[config.mk]
export PLATFORM = sky130hd
export DESIGN_NAME = kb_move_sequencer
export DESIGN_NICKNAME = d
export VERILOG_FILES = /design/src/rtl/kb_move_sequencer.sv
export SDC_FILE = /design/constraint.sdc
export NUM_CORES = 1
export LEC_CHECK = 0
export ABC_AREA = 1
export CAP_MARGIN = 40
export CORE_MARGIN = 10
export CORE_UTILIZATION = 44
export DETAILED_ROUTE_END_ITERATION = 8
export GPL_TIMING_DRIVEN = 1
export PLACE_DENSITY = 0.83
export SYNTH_ARGS = -nofsm -noshare
export SYNTH_HDL_FRONTEND = slang
export SYNTH_SLANG_ARGS = --single-unit
[constraint.sdc]
create_clock -name clock -period 2.3 [get_ports clock]
set_input_delay 0.46 -clock clock [delete_from_list [all_inputs] [get_ports clock]]
set_output_delay 0.46 -clock clock [all_outputs]
set_load 0.02 [all_outputs]
[src/rtl/kb_move_sequencer.sv]
// Chess-move entry sequencer: collects from/to squares from PS/2 scan codes,
// writes them plus a move-valid flag into data memory, and shares the single
// memory write port with the processor under starvation protection.
module kb_move_sequencer #(
    parameter logic [11:0] FROM_ADDR    = 12'd64,
    parameter logic [11:0] TO_ADDR      = 12'd65,
    parameter logic [11:0] FLAG_ADDR    = 12'd66,
    parameter int unsigned STARVE_LIMIT = 8
) (
    input  logic        clock,
    input  logic        reset,
    input  logic [7:0]  ps2_key_data,
    input  logic        ps2_key_pressed,
    input  logic        cpu_we,
    input  logic [11:0] cpu_write_address,
    input  logic [31:0] cpu_write_data,
    output logic        mem_we,
    output logic [11:0] mem_write_address,
    output logic [31:0] mem_write_data,
    output logic        cpu_stall,
    output logic        move_pending,
    output logic [1:0]  entry_phase
);

    localparam int unsigned CNT_W = $clog2(STARVE_LIMIT + 1);
    localparam logic [CNT_W-1:0] LIMIT = CNT_W'(STARVE_LIMIT);

    typedef enum logic [2:0] {
        COLLECT_FROM, WR_FROM, COLLECT_TO, WR_TO, WR_FLAG, WAIT_ACK
    } state_t;

    state_t           state_q, state_d;
    logic [2:0]       letter_q, letter_d, number_q, number_d;
    logic             letter_v_q, letter_v_d, number_v_q, number_v_d;
    logic [5:0]       from_sq_q, from_sq_d, to_sq_q, to_sq_d;
    logic             break_q, break_d, ext_q, ext_d;
    logic [CNT_W-1:0] starve_q, starve_d;

    logic       is_letter, is_number, key_live, in_wr, grant;
    logic [2:0] key_file, key_rank;

    // Scan-code decode of letters A..H and digits 1..8
    always_comb begin
        is_letter = 1'b1;
        key_file  = 3'd0;
        case (ps2_key_data)
            8'h1C: key_file = 3'd0;
            8'h32: key_file = 3'd1;
            8'h21: key_file = 3'd2;
            8'h23: key_file = 3'd3;
            8'h24: key_file = 3'd4;
            8'h2B: key_file = 3'd5;
            8'h34: key_file = 3'd6;
            8'h33: key_file = 3'd7;
            default: is_letter = 1'b0;
        endcase
        is_number = 1'b1;
        key_rank  = 3'd0;
        case (ps2_key_data)
            8'h16: key_rank = 3'd0;
            8'h1E: key_rank = 3'd1;
            8'h26: key_rank = 3'd2;
            8'h25: key_rank = 3'd3;
            8'h2E: key_rank = 3'd4;
            8'h36: key_rank = 3'd5;
            8'h3D: key_rank = 3'd6;
            8'h3E: key_rank = 3'd7;
            default: is_number = 1'b0;
        endcase
    end

    assign key_live  = ps2_key_pressed && !break_q && !ext_q;
    assign in_wr     = (state_q == WR_FROM) || (state_q == WR_TO) || (state_q == WR_FLAG);
    assign grant     = in_wr && !reset && (!cpu_we || starve_q == LIMIT);
    assign cpu_stall = in_wr && cpu_we && (starve_q == LIMIT);

    // State and datapath registers
    always_ff @(posedge clock or posedge reset) begin
        if (reset) begin
            state_q    <= COLLECT_FROM;
            letter_q   <= 3'd0;
            number_q   <= 3'd0;
            letter_v_q <= 1'b0;
            number_v_q <= 1'b0;
            from_sq_q  <= 6'd0;
            to_sq_q    <= 6'd0;
            break_q    <= 1'b0;
            ext_q      <= 1'b0;
            starve_q   <= '0;
        end else begin
            state_q    <= state_d;
            letter_q   <= letter_d;
            number_q   <= number_d;
            letter_v_q <= letter_v_d;
            number_v_q <= number_v_d;
            from_sq_q  <= from_sq_d;
            to_sq_q    <= to_sq_d;
            break_q    <= break_d;
            ext_q      <= ext_d;
            starve_q   <= starve_d;
        end
    end

    // Next-state: key filter, square collection, write sequencing, ack wait
    always_comb begin
        state_d    = state_q;
        letter_d   = letter_q;
        number_d   = number_q;
        letter_v_d = letter_v_q;
        number_v_d = number_v_q;
        from_sq_d  = from_sq_q;
        to_sq_d    = to_sq_q;
        break_d    = break_q;
        ext_d      = ext_q;
        starve_d   = starve_q;

        // Prefix bytes swallow the byte that follows them
        if (ps2_key_pressed) begin
            if (break_q)                    break_d = 1'b0;
            else if (ext_q)                 ext_d   = 1'b0;
            else if (ps2_key_data == 8'hF0) break_d = 1'b1;
            else if (ps2_key_data == 8'hE0) ext_d   = 1'b1;
        end

        case (state_q)
            COLLECT_FROM, COLLECT_TO: begin
                if (key_live) begin
                    if (is_letter) begin
                        letter_d   = key_file;
                        letter_v_d = 1'b1;
                    end
                    if (is_number) begin
                        number_d   = key_rank;
                        number_v_d = 1'b1;
                    end
                    if (ps2_key_data == 8'h66) begin
                        letter_v_d = 1'b0;
                        number_v_d = 1'b0;
                    end
                    if (ps2_key_data == 8'h76 && state_q == COLLECT_TO) begin
                        letter_d   = 3'd0;
                        number_d   = 3'd0;
                        letter_v_d = 1'b0;
                        number_v_d = 1'b0;
                        from_sq_d  = 6'd0;
                        state_d    = COLLECT_FROM;
                    end
                end
                // Square completes on the edge the second half arrives
                if (letter_v_d && number_v_d) begin
                    letter_v_d = 1'b0;
                    number_v_d = 1'b0;
                    if (state_q == COLLECT_FROM) begin
                        from_sq_d = {number_d, letter_d};
                        state_d   = WR_FROM;
                    end else begin
                        to_sq_d = {number_d, letter_d};
                        state_d = WR_TO;
                    end
                end
            end
            WR_FROM, WR_TO, WR_FLAG: begin
                if (grant) begin
                    starve_d = '0;
                    case (state_q)
                        WR_FROM: state_d = COLLECT_TO;
                        WR_TO:   state_d = WR_FLAG;
                        default: state_d = WAIT_ACK;
                    endcase
                end else if (starve_q != LIMIT) begin
                    starve_d = starve_q + CNT_W'(1);
                end
            end
            WAIT_ACK: begin
                if (cpu_we && cpu_write_address == FLAG_ADDR && cpu_write_data == 32'd0)
                    state_d = COLLECT_FROM;
            end
            default: state_d = COLLECT_FROM;
        endcase
    end

    // Memory write-port mux: keyboard write when granted, else processor
    always_comb begin
        mem_we            = cpu_we;
        mem_write_address = cpu_write_address;
        mem_write_data    = cpu_write_data;
        if (grant) begin
            mem_we = 1'b1;
            case (state_q)
                WR_FROM: begin
                    mem_write_address = FROM_ADDR;
                    mem_write_data    = {26'd0, from_sq_q};
                end
                WR_TO: begin
                    mem_write_address = TO_ADDR;
                    mem_write_data    = {26'd0, to_sq_q};
                end
                default: begin
                    mem_write_address = FLAG_ADDR;
                    mem_write_data    = 32'd1;
                end
            endcase
        end
    end

    // Status decode from the current state
    always_comb begin
        move_pending = (state_q == WAIT_ACK);
        case (state_q)
            COLLECT_FROM: entry_phase = 2'd0;
            COLLECT_TO:   entry_phase = 2'd1;
            WAIT_ACK:     entry_phase = 2'd3;
            default:      entry_phase = 2'd2;
        endcase
    end

endmodule
# Yosys cells after proc, flatten, opt, wreduce, memory -nomap -nowiden
# Index checks and enable logic that the tools add are counted.
[totals] input_bits=56 out_inout_bits=49 elab_cells=121 reg_bits=29
[op_classes] n_eq_ne=32 n_reduce_logical=28 bitwise_logic=2 mux=48 n_addsub=1
[ops] cell="8-bit by 6-bit equality test with 1-bit output (second input constant)" n=13
[ops] cell="3-bit one-hot mux with 7 select lines" n=2
[ops] cell="3-bit two-way mux" n=11
[ops] cell="32-bit logical NOT" n=1
[ops] cell="32-bit two-way mux" n=1
[ops] cell="8-bit by 5-bit equality test with 1-bit output (second input constant)" n=3
[ops] cell="6-bit two-way mux" n=4
[ops] cell="1-bit two-way mux" n=21
[ops] cell="8-bit by 7-bit equality test with 1-bit output (second input constant)" n=2
[ops] cell="8-bit equality test (second input constant)" n=2
[ops] cell="8-bit OR reduction" n=2
[ops] cell="12-bit by 7-bit equality test with 1-bit output (second input constant)" n=1
[ops] cell="12-bit two-way mux" n=1
[ops] cell="6-bit one-hot mux with 2 select lines" n=1
[ops] cell="1-bit logical AND" n=10
[ops] cell="3-bit one-hot mux with 3 select lines" n=1
[ops] cell="4-bit two-way mux" n=2
[ops] cell="3-bit by 2-bit equality test with 1-bit output (second input constant)" n=2
[ops] cell="3-bit equality test (second input constant)" n=2
[ops] cell="3-bit != test (second input constant)" n=2
[ops] cell="2-bit one-hot mux with 3 select lines" n=1
[ops] cell="3-bit one-hot mux with 2 select lines" n=1
[ops] cell="4-bit by 1-bit adder with 4-bit output (second input constant)" n=1
[ops] cell="4-bit equality test (second input constant)" n=1
[ops] cell="other kinds (16)" n=23

# Logic depth before layout (Yosys ltp)
[depth] ltp_word=11 depth_mapped=14 mapped_depth_nobuf=14

# Worst setup path after synthesis
# No wires, ideal clock.
[synth_timing] path_type="input-to-output" startpoint="input port reset" endpoint="output port mem_write_address[1]" required_time_ns=1.840 arrival_ns=2.118 setup_slack_ns=-0.278 path_buffers=1 path_stages=4 path_cell_list="inv_1 nand3_2 clkbuf_1 o21ai_0"
[synth_between] elab_chain_len=4
[synth_rtl] item="start, declared" line="11" rtl="input logic reset,"
[synth_rtl] item="1-bit logical NOT (no line)"
[synth_rtl] item="1-bit logical AND (2 in a row)" line="74" rtl="assign grant = in_wr && !reset && (!cpu_we || starve_q == LIMIT);"
[synth_rtl] item="12-bit two-way mux" line="187" rtl="if (grant) begin"
[synth_rtl] item="end, declared" line="18" rtl="output logic [11:0] mem_write_address,"
# No other way between the ends.

# Final worst setup path
[layout_timing] startpoint="register state_q[0]" endpoint="output port mem_write_data[19]"
[layout_between] elab_chain_len=6 elab_cells_between_ends=8 classes_between="eq/ne: 3; mux: 1; reduce/logical: 4"
[layout_rtl] item="start, declared" line="32" rtl="state_t state_q, state_d;"
[layout_rtl] item="start signal, assigned" line="91" rtl="state_q <= state_d;"
[layout_rtl] item="3-bit by 1-bit equality test with 1-bit output / 3-bit by 2-bit equality test with 1-bit output (equally long branches)" line="73" rtl="assign in_wr = (state_q == WR_FROM) || (state_q == WR_TO) || (state_q == WR_FLAG);"
[layout_rtl] item="1-bit logical OR" line="73"
[layout_rtl] item="1-bit logical OR (*)" line="73"
[layout_rtl] item="1-bit logical AND (*) (2 in a row)" line="74"
[layout_rtl] item="32-bit two-way mux (*)" line="187"
[layout_rtl] item="end, declared" line="19" rtl="output logic [31:0] mem_write_data,"
# Every way passes the cells marked *; elsewhere a longest branch is shown, timed or not.

==> run summary <==
The run finished with clean final reports. When the netlist entered floorplanning its net count stood at 499. The fraction of power consumed by combinational cells was 58.2%.

The first-pass GRT wire length was 15,560 um; the clock power share was 15.4%. The first routing iteration left 171 violations. The worst setup path is launched from a flip-flop. At the end of routability-driven placement, the weighted congestion stood at 0.9598. Summed over all layers, the global routing overflow is 0. The repair_antennas step left the layout with diodes totalling 0.

The path depth of the worst reg2reg path came out at 14. Synthesis produced 441 cells. Clock skew on the completed layout was measured at 0.006334 ns. The mux cell area share after synthesis is 0%, and the number of pins exceeding their max-slew limit in the final report is 0. No sink is reached through more buffers than the 2 on the longest clock path. The peak ir drop on the vdd network is 0.4561 mV, and the final instance area is 0.004193 mm^2. Worst hold-check path type: primary input to asynchronous set/reset pin. The internal power component was 0.001705 W. After layout, the minimum clock period comes to 2.263 ns. Summing the areas of all and, or, nand and nor instances in the mapped netlist gives 47.11% of the synthesized area. Clock-pin slew was measured on the worst setup and hold paths at 0.06 ns. The initial utilization of the core area, before any placement, comes to 45.88%. The placed cell area is 0.004051 mm^2. The cell leakage power is 2.366 nW. The average instance in the mapped netlist occupies 5.799 um^2. The final critical path takes up 98.39% of the cycle. The ratio of cells with drive above 1 in the final layout came out at 25.21%.

The maximum fanout count along the critical path is 21, and the required arrival time at the worst endpoint is 1.84 ns. For the sum of routed wire length over all layers, the log shows 10,270 um. The CTS buffer count is 5, and the placeable core region is 0.005574 mm^2. The top flip-flop cell by instance count after synthesis is dfrtp_1.

The number of buffer cells added on primary ports came out at 104. The Yosys step of the flow raised 0 warnings. Max-capacitance violation count: 0. The cell chosen for the clock root is clkbuf_8. The area share of xor/xnor cells in the synthesized design is 0%, and the post-synthesis cell area is 0.002557 mm^2. The net count of the finished layout is 660. In this run the critical register-to-register path is captured at state_q[2]. The part of the Yosys area used for sequential elements was 28.38%. The combinational family with the most area after synthesis was simple AND/OR/NAND/NOR gates. The tools report the switching component of the power as 0.001338 W. The clock reaches the later pin of the worst-skew pair after 0.29 ns.

Data arrives at the worst endpoint at 1.80 ns. Of all flip-flops after synthesis, the portion carrying an async set or reset was 100.0%. The logs give 441.9 MHz for the maximum clock frequency and 3,400 for the via total after detailed routing.

The run gives 0 as the final count of hold timing violations. Entering global routing, the biggest net connects 31 pins. The die outline area is 0.009262 mm^2.

TritonCTS built the clock tree. Compared with the post-synthesis result, the final layout area differs by 63.94%. The tools report the critical path startpoint as state_q[0].

The slew at the pin with the worst max-slew slack was 0.4374 ns; the routed length per placed instance was 15.21 um. The number of endpoints failing setup at the final stage came out at 0. Setup slack on the worst reg-to-reg path comes out at 0.41 ns. The initial antenna violation count came out at 0.

Core utilization of the finished layout: 75.22%. The adder and majority cell fraction of the synthesized area works out to 0.9785%. The logs give 29 for the number of distinct library cells after synthesis and 8289 um for the post-DP HPWL.

The detail route stage leaves a number of antenna-violating nets equal to 0. The tools report the via count of the first global-routing pass as 3,295. The tools report the capture point of the worst path as mem_write_data[19]. The I/O pin count is 105, and the vias per cell is 5.037. Launching point of the worst reg2reg path: state_q[0].

The first TritonRoute pass finished after 5 iterations. Setup repair after global routing could not meet its margin everywhere. Endpoint kind of the worst setup timing path: an output port. Counting every sink on the clock net gives 29. The count of flip-flops with a built-in enable after synthesis came out at 0. The sequential group share of total power was 26.4%; the power density normalized to cell area was 725.7 mW/mm^2. After detailed routing, the number of remaining DRC violations is 0.

Counting flops and latches in the post-synthesis netlist gives 29. Height of the die: 96.24 um. From left edge to right edge, the die measures 96.24 um. The run gives 70.53% as the max-slew headroom at the worst pin. The initialized floorplan defines 27 standard-cell rows.

The area fraction in compound gates after synthesis is 9.344%, and the combined global-route utilization of all metal layers is 21.06%. The clock tree synthesis step divided the H-tree into 2 levels. Net switching is 43.96% of the power.

The category of the critical setup timing path was flip-flop to output port.
## kinds of logic after synthesis
| kind of cell | count (synthesis) |
|---|---|
| AOI/OAI and AO/OA | 44 |
| adders and majority gates | 2 |
| buffers and inverters | 95 |
| DFF | 29 |
| and+or+nand+nor | 271 |
## cells in the mapped netlist (3+ instances only)
cell	count	area share (%)
nand2_1	152	22
inv_1	81	12
nor2_1	48	7.0
dfrtp_1	29	28
o21ai_0	29	5.7
nand3_1	25	4.9
nand2_2	11	2.7
nor2_2	7	1.7
nor3_1	7	1.4
inv_2	6	0.88
nand4_1	6	1.5
a22oi_1	5	1.5
clkbuf_1	5	0.73
a21oi_1	4	0.78
nor4_1	4	0.98
o22ai_1	3	0.73
## what timing repair did
item | CTS | global route
hold buffers | 0 | 0
endpoints found under the setup margin | 48 | 60
pin swaps | 0 | 1
buffers inserted | 0 | 5
gates resized for setup | 148 | 40
## cell type report
| class | instances | area (um^2) |
|---|---|---|
| inverter | 89 | 342.8 |
| clock inverter | 1 | 5.005 |
| clock buffer | 7 | 96.34 |
| fill | 440 | 1381 |
| multi-input combinational | 317 | 1511 |
| tap | 72 | 90.09 |
| timing repair buffer | 160 | 1421 |
| sequential | 29 | 725.7 |
## sequential cells by signal (all words and copies together), names as in the netlist, 3 cells and up
| signal | flops |
|---|---|
| state_q | 3 |
| to_sq_q | 6 |
| starve_q | 4 |
| number_q | 3 |
| letter_q | 3 |
| from_sq_q | 6 |
## layout by cell type (no fill, tap or decap), drive strengths merged, types with 7 or more instances in the layout
cell type        n
buf             72
nor3             7
o21ai           31
nand2          165
dfrtp           29
nand4            7
nor2            56
clkdlybuf4s50   54
inv             88
clkbuf          11
nand3           28
clkdlybuf4s15   24
## per-layer routing
layer | wire (um) | part of all wire [%] | track usage (%)
met4 | 306 | 3.0 | 9.091
met2 | 5097 | 50 | 39.63
met1 | 3789 | 37 | 21.00
met5 | 0 | 0 | 0
met3 | 1076 | 10 | 5.914
## critical path, cell delays in order (launching register included)
cell,delay [ns]
dfrtp_1,0.40
nor2_1,0.12
inv_1,0.07
nor2_2,0.10
nor2_1,0.07
inv_2,0.08
nand3_4,0.11
buf_6,0.19
nand2_1,0.07
inv_1,0.04
clkdlybuf4s15_2,0.25
## how the worst min path moves through the flow
| stage | start | endpoint | slack, ns |
|---|---|---|---|
| 2_1_floorplan | reset | break_q | 0.38 |
| 3_3_place_gp | starve_q[3] | starve_q[3] | 0.45 |
| 3_5_place_dp | ext_q | ext_q | 0.46 |
| 4_1_cts | starve_q[3] | starve_q[3] | 0.47 |
| 5_1_grt | reset | number_q[1] | 0.50 |
| 6_report | reset | starve_q[3] | 0.46 |
## stage by stage
step / hold WS (ns) / instances / setup TNS, ns / total power, W / worst slack, ns
3_5_place_dp: 0.4599 / 662 / -15.99 / 0.002545 / -0.4052
3_3_place_gp: 0.4517 / 662 / -13.99 / 0.002466 / -0.3781
5_1_grt: 0.4964 / 675 / -0.8868 / 0.003279 / -0.05854
4_1_cts: 0.4733 / 670 / 0 / 0.002985 / 0.0001250
6_report: 0.4572 / 675 / 0 / 0.003042 / 0.03711
2_1_floorplan: 0.3809 / 441 / 0 / 0.001721 / 0.06628
## power by group through the flow
stage / clock network (W) / registers [W] / logic, W
floorplan: 0 / 0.000787 / 0.000934
global placement: 0 / 0.000795 / 0.00167
detailed placement: 0 / 0.000806 / 0.00174
CTS: 0.000466 / 0.000798 / 0.00172
global route: 0.000491 / 0.000824 / 0.00196
finish: 0.000469 / 0.000804 / 0.00177
(Power assumes the default switching activity.)
